File: src/rtl/sram_march_bist.sv
// March C- BIST controller for a single-port (1rw) OpenRAM macro wrapper.
// Drives the RW0_* port while running and stops at the first read mismatch.
module sram_march_bist #(
  parameter int unsigned ADDR_W = 9,
  parameter int unsigned DATA_W = 45,
  parameter int unsigned MASK_W = 1,
  parameter int unsigned DEPTH  = 512
) (
  input  logic              clock,
  input  logic              reset_n,
  input  logic              start,
  output logic              busy,
  output logic              done,
  output logic              fail,
  output logic [ADDR_W-1:0] fail_addr,
  output logic [2:0]        fail_elem,
  output logic [ADDR_W-1:0] RW0_addr,
  output logic [DATA_W-1:0] RW0_wdata,
  input  logic [DATA_W-1:0] RW0_rdata,
  output logic              RW0_en,
  output logic              RW0_wmode,
  output logic [MASK_W-1:0] RW0_wmask
);

  localparam logic [ADDR_W-1:0] LastRow = ADDR_W'(DEPTH - 1);

  typedef enum logic [1:0] {StIdle, StRun, StDrain, StDone} state_e;

  state_e            state_q, state_d;
  logic [2:0]        elem_q, elem_d;
  logic [ADDR_W-1:0] row_q, row_d;
  logic              phase_q, phase_d;
  logic              cmp_valid_q, cmp_valid_d;
  logic              cmp_exp_q, cmp_exp_d;
  logic [2:0]        cmp_elem_q, cmp_elem_d;
  logic [ADDR_W-1:0] cmp_row_q, cmp_row_d;
  logic              fail_q, fail_d;
  logic [ADDR_W-1:0] fail_addr_q, fail_addr_d;
  logic [2:0]        fail_elem_q, fail_elem_d;

  logic op_write, wr_one, rd_one, descending, row_last_op, elem_last_row, mismatch;

  // Element decode: M0 = w0, M5 = r0, M1..M4 = read (phase 0) then write (phase 1).
  always_comb begin
    op_write = phase_q;
    unique case (elem_q)
      3'd0:    op_write = 1'b1;
      3'd5:    op_write = 1'b0;
      default: op_write = phase_q;
    endcase
    wr_one        = (elem_q == 3'd1) || (elem_q == 3'd3);
    rd_one        = (elem_q == 3'd2) || (elem_q == 3'd4);
    descending    = (elem_q >= 3'd3);
    row_last_op   = (elem_q == 3'd0) || (elem_q == 3'd5) || phase_q;
    elem_last_row = descending ? (row_q == '0) : (row_q == LastRow);
    mismatch      = cmp_valid_q && (RW0_rdata != {DATA_W{cmp_exp_q}});
  end

  always_ff @(posedge clock or negedge reset_n) begin
    if (!reset_n) begin
      state_q     <= StIdle;
      elem_q      <= '0;
      row_q       <= '0;
      phase_q     <= 1'b0;
      cmp_valid_q <= 1'b0;
      cmp_exp_q   <= 1'b0;
      cmp_elem_q  <= '0;
      cmp_row_q   <= '0;
      fail_q      <= 1'b0;
      fail_addr_q <= '0;
      fail_elem_q <= '0;
    end else begin
      state_q     <= state_d;
      elem_q      <= elem_d;
      row_q       <= row_d;
      phase_q     <= phase_d;
      cmp_valid_q <= cmp_valid_d;
      cmp_exp_q   <= cmp_exp_d;
      cmp_elem_q  <= cmp_elem_d;
      cmp_row_q   <= cmp_row_d;
      fail_q      <= fail_d;
      fail_addr_q <= fail_addr_d;
      fail_elem_q <= fail_elem_d;
    end
  end

  always_comb begin
    state_d     = state_q;
    elem_d      = elem_q;
    row_d       = row_q;
    phase_d     = phase_q;
    fail_d      = fail_q;
    fail_addr_d = fail_addr_q;
    fail_elem_d = fail_elem_q;
    // A read issued this cycle is compared next cycle, unless we are already stopping.
    cmp_valid_d = (state_q == StRun) && !op_write && !mismatch;
    cmp_exp_d   = rd_one;
    cmp_elem_d  = elem_q;
    cmp_row_d   = row_q;

    unique case (state_q)
      StIdle, StDone: begin
        if (start) begin
          state_d     = StRun;
          elem_d      = '0;
          row_d       = '0;
          phase_d     = 1'b0;
          fail_d      = 1'b0;
          fail_addr_d = '0;
          fail_elem_d = '0;
        end
      end
      StRun: begin
        if (mismatch) begin
          state_d     = StDone;
          fail_d      = 1'b1;
          fail_addr_d = cmp_row_q;
          fail_elem_d = cmp_elem_q;
        end else if (!row_last_op) begin
          phase_d = 1'b1;
        end else begin
          phase_d = 1'b0;
          if (!elem_last_row) begin
            row_d = descending ? (row_q - ADDR_W'(1)) : (row_q + ADDR_W'(1));
          end else if (elem_q == 3'd5) begin
            state_d = StDrain;
          end else begin
            elem_d = elem_q + 3'd1;
            // M3..M5 run descending, so they start from the top row.
            row_d  = (elem_q >= 3'd2) ? LastRow : '0;
          end
        end
      end
      StDrain: begin
        state_d = StDone;
        if (mismatch) begin
          fail_d      = 1'b1;
          fail_addr_d = cmp_row_q;
          fail_elem_d = cmp_elem_q;
        end
      end
      default: state_d = StIdle;
    endcase
  end

  always_comb begin
    busy      = (state_q == StRun) || (state_q == StDrain);
    done      = (state_q == StDone);
    fail      = fail_q;
    fail_addr = fail_addr_q;
    fail_elem = fail_elem_q;
    RW0_en    = (state_q == StRun);
    RW0_wmode = RW0_en && op_write;
    RW0_addr  = RW0_en ? row_q : '0;
    RW0_wdata = {DATA_W{RW0_wmode && wr_one}};
    RW0_wmask = {MASK_W{RW0_en}};
  end

endmodule

File: config.mk
export PLATFORM = sky130hd
export DESIGN_NAME = sram_march_bist
export DESIGN_NICKNAME = d
export VERILOG_FILES = /design/src/rtl/sram_march_bist.sv
export SDC_FILE = /design/constraint.sdc
export NUM_CORES = 1
export LEC_CHECK = 0
export ABC_AREA = 1
export BUFFER_PORTS_ARGS = -buffer_cell sky130_fd_sc_hd__buf_2
export CAP_MARGIN = 15
export CORE_MARGIN = 2
export CORE_UTILIZATION = 35
export CTS_CLUSTER_SIZE = 14
export DETAILED_ROUTE_END_ITERATION = 6
export PLACE_DENSITY = 0.62
export SLEW_MARGIN = 20
export SYNTH_ARGS = -nofsm -noshare
export SYNTH_HDL_FRONTEND = slang
export SYNTH_SLANG_ARGS = --single-unit
export TNS_END_PERCENT = 5
File: constraint.sdc
create_clock -name clock -period 9.5 [get_ports clock]
set_clock_uncertainty 0.1 [all_clocks]
set_input_delay 2.375 -clock clock [delete_from_list [all_inputs] [get_ports clock]]
set_output_delay 2.375 -clock clock [all_outputs]
set_load 0.02 [all_outputs]
[After elaboration in Yosys (flattened, before gate mapping)]
Cells that the tools add are included.
Storage, ports and cells
  flip-flop bits (word level): 42
  bits of input ports: 48
  output and inout port bits: 72
  logic and storage cells: 92
Operators by class
  add/subtract/negate cells: 3
  magnitude comparators: 2
  eq/ne operators: 20
  multiplexer cells: 33
  reductions and logical operators: 23
Operators with widths (count)
  9-bit two-way mux: 9
  45-bit inequality test: 1
  9-bit case mux with 2 select lines: 2
  3-bit two-way mux: 6
  3-bit case mux with 2 select lines: 2
  2-bit two-way mux: 5
  9-bit by 1-bit adder with 9-bit output (second input constant): 1
  9-bit equality test (second input constant): 1
  9-bit logical NOT: 1
  3-bit by 1-bit inequality test with 1-bit output (second input constant): 3
  9-bit by 1-bit subtractor with 9-bit output (second input constant): 1
  3-bit by 2-bit equality test with 1-bit output (second input constant): 2
  3-bit equality test (second input constant): 2
  3-bit by 2-bit >= comparator with 1-bit output (second input constant): 2
  2-bit by 1-bit inequality test with 1-bit output (second input constant): 3
  2-bit inequality test (second input constant): 3
  1-bit case mux with 2 select lines: 3
  2-bit case mux with 3 select lines: 1
  6-bit AND reduction: 1
  1-bit logical AND: 5
  1-bit logical OR: 5
  1-bit two-way mux: 5
  5-bit AND reduction: 1
  2-bit equality test (second input constant): 2
  other kinds (12): 14

[Longest topological paths before layout]
  depth after elaboration: 7
  gate-level depth with buffers: 17
  mapped depth without buffers: 17

[Worst setup path after synthesis]
OpenSTA, ideal clock, no wires.
  path type: register to output
  start point: register state_q[1]
  end point: output port RW0_wdata[10]
  data arrival time: 4.284 ns
  data required time: 7.025 ns
  slack: 2.741 ns
  cell stages (with the launch flop): 7
  path buffers: 2
  path through: dfrtp_1 inv_1 ha_1 clkbuf_1 inv_1 nor3_1 buf_4
On the way
  word-level cells in the longest chain between the ends: 3
RTL lines
  from (decl): RTL line 29  | state_e state_q, state_d;
  from (signal assigned): RTL line 61  | state_q <= StIdle;
  from (signal assigned): RTL line 73  | state_q <= state_d;
  2-bit by 1-bit equality test with 1-bit output: RTL line 152  | RW0_en = (state_q == StRun);
  via RW0_en: RTL line 20  | output logic RW0_en,
  1-bit logical AND: RTL line 153  | RW0_wmode = RW0_en && op_write;
  1-bit logical AND: RTL line 155  | RW0_wdata = {DATA_W{RW0_wmode && wr_one}};
  to (decl): RTL line 18  | output logic [DATA_W-1:0] RW0_wdata,
The timed path passes the listed nets, and every way through them passes these cells.

[Final worst setup path]
  start point: register state_q[1]
  end point: output port RW0_wdata[33]
On the way
  word-level cells in the longest chain between the ends: 3
RTL lines (RTL line)
  2-bit by 1-bit equality test with 1-bit output: 152
  1-bit logical AND: 153
  1-bit logical AND: 155
Every way passes these cells.

==> qor.csv <==
stage;metric;value;unit
yosys;syn-instance-count;417;
layout;design_area;0.00347;sq mm
global_route;grt_pass1_vias;2550;
yosys;avgSynthCellArea;7.24;sq um
sta;fin_crit_sh;0.504;
setup_path;path_max_fanout;45;
drt;initialDrtViolationCount;109;
setup_path;endpoint_kind;output port;
place;place_congestion;0.805;
worst_hold_path;whs_path_depth;0;
setup_path;worstPathRequired;7030;ps
floorplanning;die_w;96.9;um
worst_hold_path;hold_class;flop to flop;
global_route;overflow;0;
yosys;yosys_warnings;0;
clock_network;cts_setup_buffers;0;
place;port_buffers;119;
global_route;grt_pass1_wl;11500;um
floorplanning;dieArea;0.00938;sq mm
yosys;synthTopCellsByArea;dfrtp_1, nand2_1, buf_4;
sta;setup_tns;0;ps
yosys;synth_xor_xnor_area_share;0.00580;
floorplanning;core_area;0.00830;sq mm
layout;syn_to_final_growth;15.1;%
yosys;synth_edf_count;0;
setup_path;worstSetupPathType;flop to output port;
floorplanning;die_h;96.9;um
yosys;synthArstFlopShare;1.00;
outcome;outcome;complete, no violations;
sta;setup_viol;0;
clock_network;cts_buffer_depth;2;
setup_path;cp_data_arrival_time;2320;ps
clock_network;clkSlewWorstSetupHoldPaths;80;ps
yosys;synth_nets;482;
yosys;yosysTopAreaCellShare;0.348;
setup_path;r2r_cells;15;
layout;antenna_cells;0;
sta;slew_headroom;0.382;
layout;nNetsFinal;558;
yosys;yosysTopAreaCell;dfrtp_1;
sta;hold_viol_final;0;
yosys;synth_common_cells;nand2_1, buf_4, inv_1;
clock_network;root_buffer;clkbuf_8;
power_and_ir_drop;leakage;2.14;nW
global_route;groute.usage.overall;0.144;
clock_network;cts_resized;0;
drt;firstDrtPassIters;4;
yosys;synth_compound_area_frac;0.0663;
clock_network;insertion_delay;290;ps
yosys;netlist_area;0.00302;sq mm
yosys;ys_seq_area_frac;0.348;
yosys;synth-simple-area-share;0.326;
drt;vias_per_cell;4.52;
floorplanning;design.portCount;120;
yosys;synth_adder_area_share;0.0729;
clock_network;cts_made_buffers;5;
yosys;synth_top_family_by_area;simple AND/OR/NAND/NOR gates;
yosys;synth_cell_types;35;
yosys;ys_ff_latch;42;
power_and_ir_drop;pwr_density_cell;256;mW/mm^2
sta;period_minus_slack;4790;ps
sta;fmax;0.209;GHz
power_and_ir_drop;peakVddDrop;109;uV
clock_network;clkSinkCount;42;
place;placed_area;0.00338;sq mm
clock_network;cts_tree;built;
sta;worstMarginPinSlew;927;ps
drt;num_vias;2708;
yosys;post-synth-top-count-cell;nand2_1;
layout;layout-drive-gt1-share;0.287;
power_and_ir_drop;power;889;uW
sta;slew_violations;0;
run;cap_violations;0;
drt;ant_nets;0;
global_route;antenna_found_initial;0;
floorplanning;core.rowCount;33;
setup_path;critPathLaunchType;flop;
yosys;synth_mux_area_frac;0;
global_route;grt_max_degree;46;
sta;grt_setup_unrepaired;false;
layout;utilization;0.419;
drt;avgRoutedWirePerCell;10.9;um
floorplanning;initial_core_util;0.364;
place;dp_hpwl;5130;um
clock_network;htree_num_levels;2;
yosys;yosys_most_used_dff;dfrtp_1;
clock_network;hold_buffers;0;
drt;wl;6540;um
drt;drc;0;
==> layout by cell type, fill, tap and decap left out <==
cell / n
nor3_1: 6
nand4_2: 1
a21oi_1: 16
o21bai_4: 1
nand3b_1: 5
nand2_4: 1
nand2_2: 1
nor2_2: 1
and3_1: 1
o21a_1: 1
a31oi_1: 1
nand3_1: 20
nor3_2: 1
inv_4: 1
o31ai_1: 1
or2_2: 2
inv_1: 43
clkinv_2: 1
nand3_2: 3
nor2_4: 1
xor2_1: 2
o21ai_0: 7
buf_2: 119
fa_1: 1
or2_1: 3
clkbuf_8: 6
buf_4: 1
o22ai_1: 1
nor2_1: 40
o211ai_1: 2
nand4_1: 8
clkbuf_1: 1
dfrtp_1: 42
inv_2: 1
ha_1: 16
o21ai_1: 3
o21ai_2: 1
nand2_1: 132
==> state kept, by name, summed over array words and instances (netlist names) <==
name / flops
state_q: 2
cmp_elem_d: 3
cmp_elem_q: 3
phase_q: 1
fail_elem: 3
fail_addr: 9
cmp_row_q: 9
fail: 1
cmp_exp_q: 1
cmp_valid_q: 1
cmp_row_d: 9
==> worst paths after layout <==
path / startpoint / to / slack (ps)
setup / recovery: state_q[1] / RW0_wdata[33] / 4710
hold / removal: cmp_row_d[8] / cmp_row_q[8] / 360
setup reg to reg: cmp_elem_d[0] / cmp_row_d[8] / 6740
hold reg to reg: cmp_row_d[8] / cmp_row_q[8] / 360
max in group asynchronous: reset_n / cmp_row_d[5] / 6600
min in group asynchronous: reset_n / cmp_row_d[1] / 2120
==> area by class of cell <==
class / count / area [sq um]
fillers: 871 / 4820
multi-input cells: 279 / 1430
flip-flops and latches: 42 / 1050
repair buffers: 120 / 603
inverters: 45 / 171
well taps: 105 / 131
clock buffers: 7 / 86.3
clock inverters: 1 / 5.00
==> layer usage <==
metal | vias to the layer above | wire length (um) | global-route usage
met3 | 6 | 389 | 0.0318
met5 | - | 0 | 0
met4 | 0 | 56 | 0.0325
li1 | 1425 | - | -
met2 | 86 | 3050 | 0.251
met1 | 1191 | 3050 | 0.183
==> critical path: stages (launching register included) <==
cell,delay (ps)
dfrtp_1,410
inv_1,70
ha_1,600
inv_1,200
nor3_2,200
buf_4,300
buf_2,230
==> cells by family (layout without fill, tap and decap cells) <==
logic type	Yosys count	count (layout)
adders and majority gates	17	17
and+or+nand+nor	226	226
xor gates and xnor gates	2	2
DFF	42	42
buffers and inverters	96	173
AOI/OAI and AO/OA	34	34
==> per-stage QoR <==
stage | hold WS [ps] | cells | setup slack (ps)
final | 357 | 599 | 4710
after global placement | 331 | 591 | 5080
after floorplan | 295 | 417 | 2740
after CTS | 352 | 599 | 4680
after global routing | 376 | 599 | 4550
after detailed placement | 333 | 591 | 4980
==> report_power, final <==
| part | total, mW | leakage, nW | switching [mW] | internal, mW |
|---|---|---|---|---|
| logic | 0.503 | 1.52 | 0.345 | 0.157 |
| clock network | 0.116 | 0.0482 | 0.0573 | 0.0586 |
| registers | 0.271 | 0.576 | 0.0468 | 0.224 |
| total | 0.889 | 2.14 | 0.449 | 0.440 |
Power figures use the tool's default switching activity.
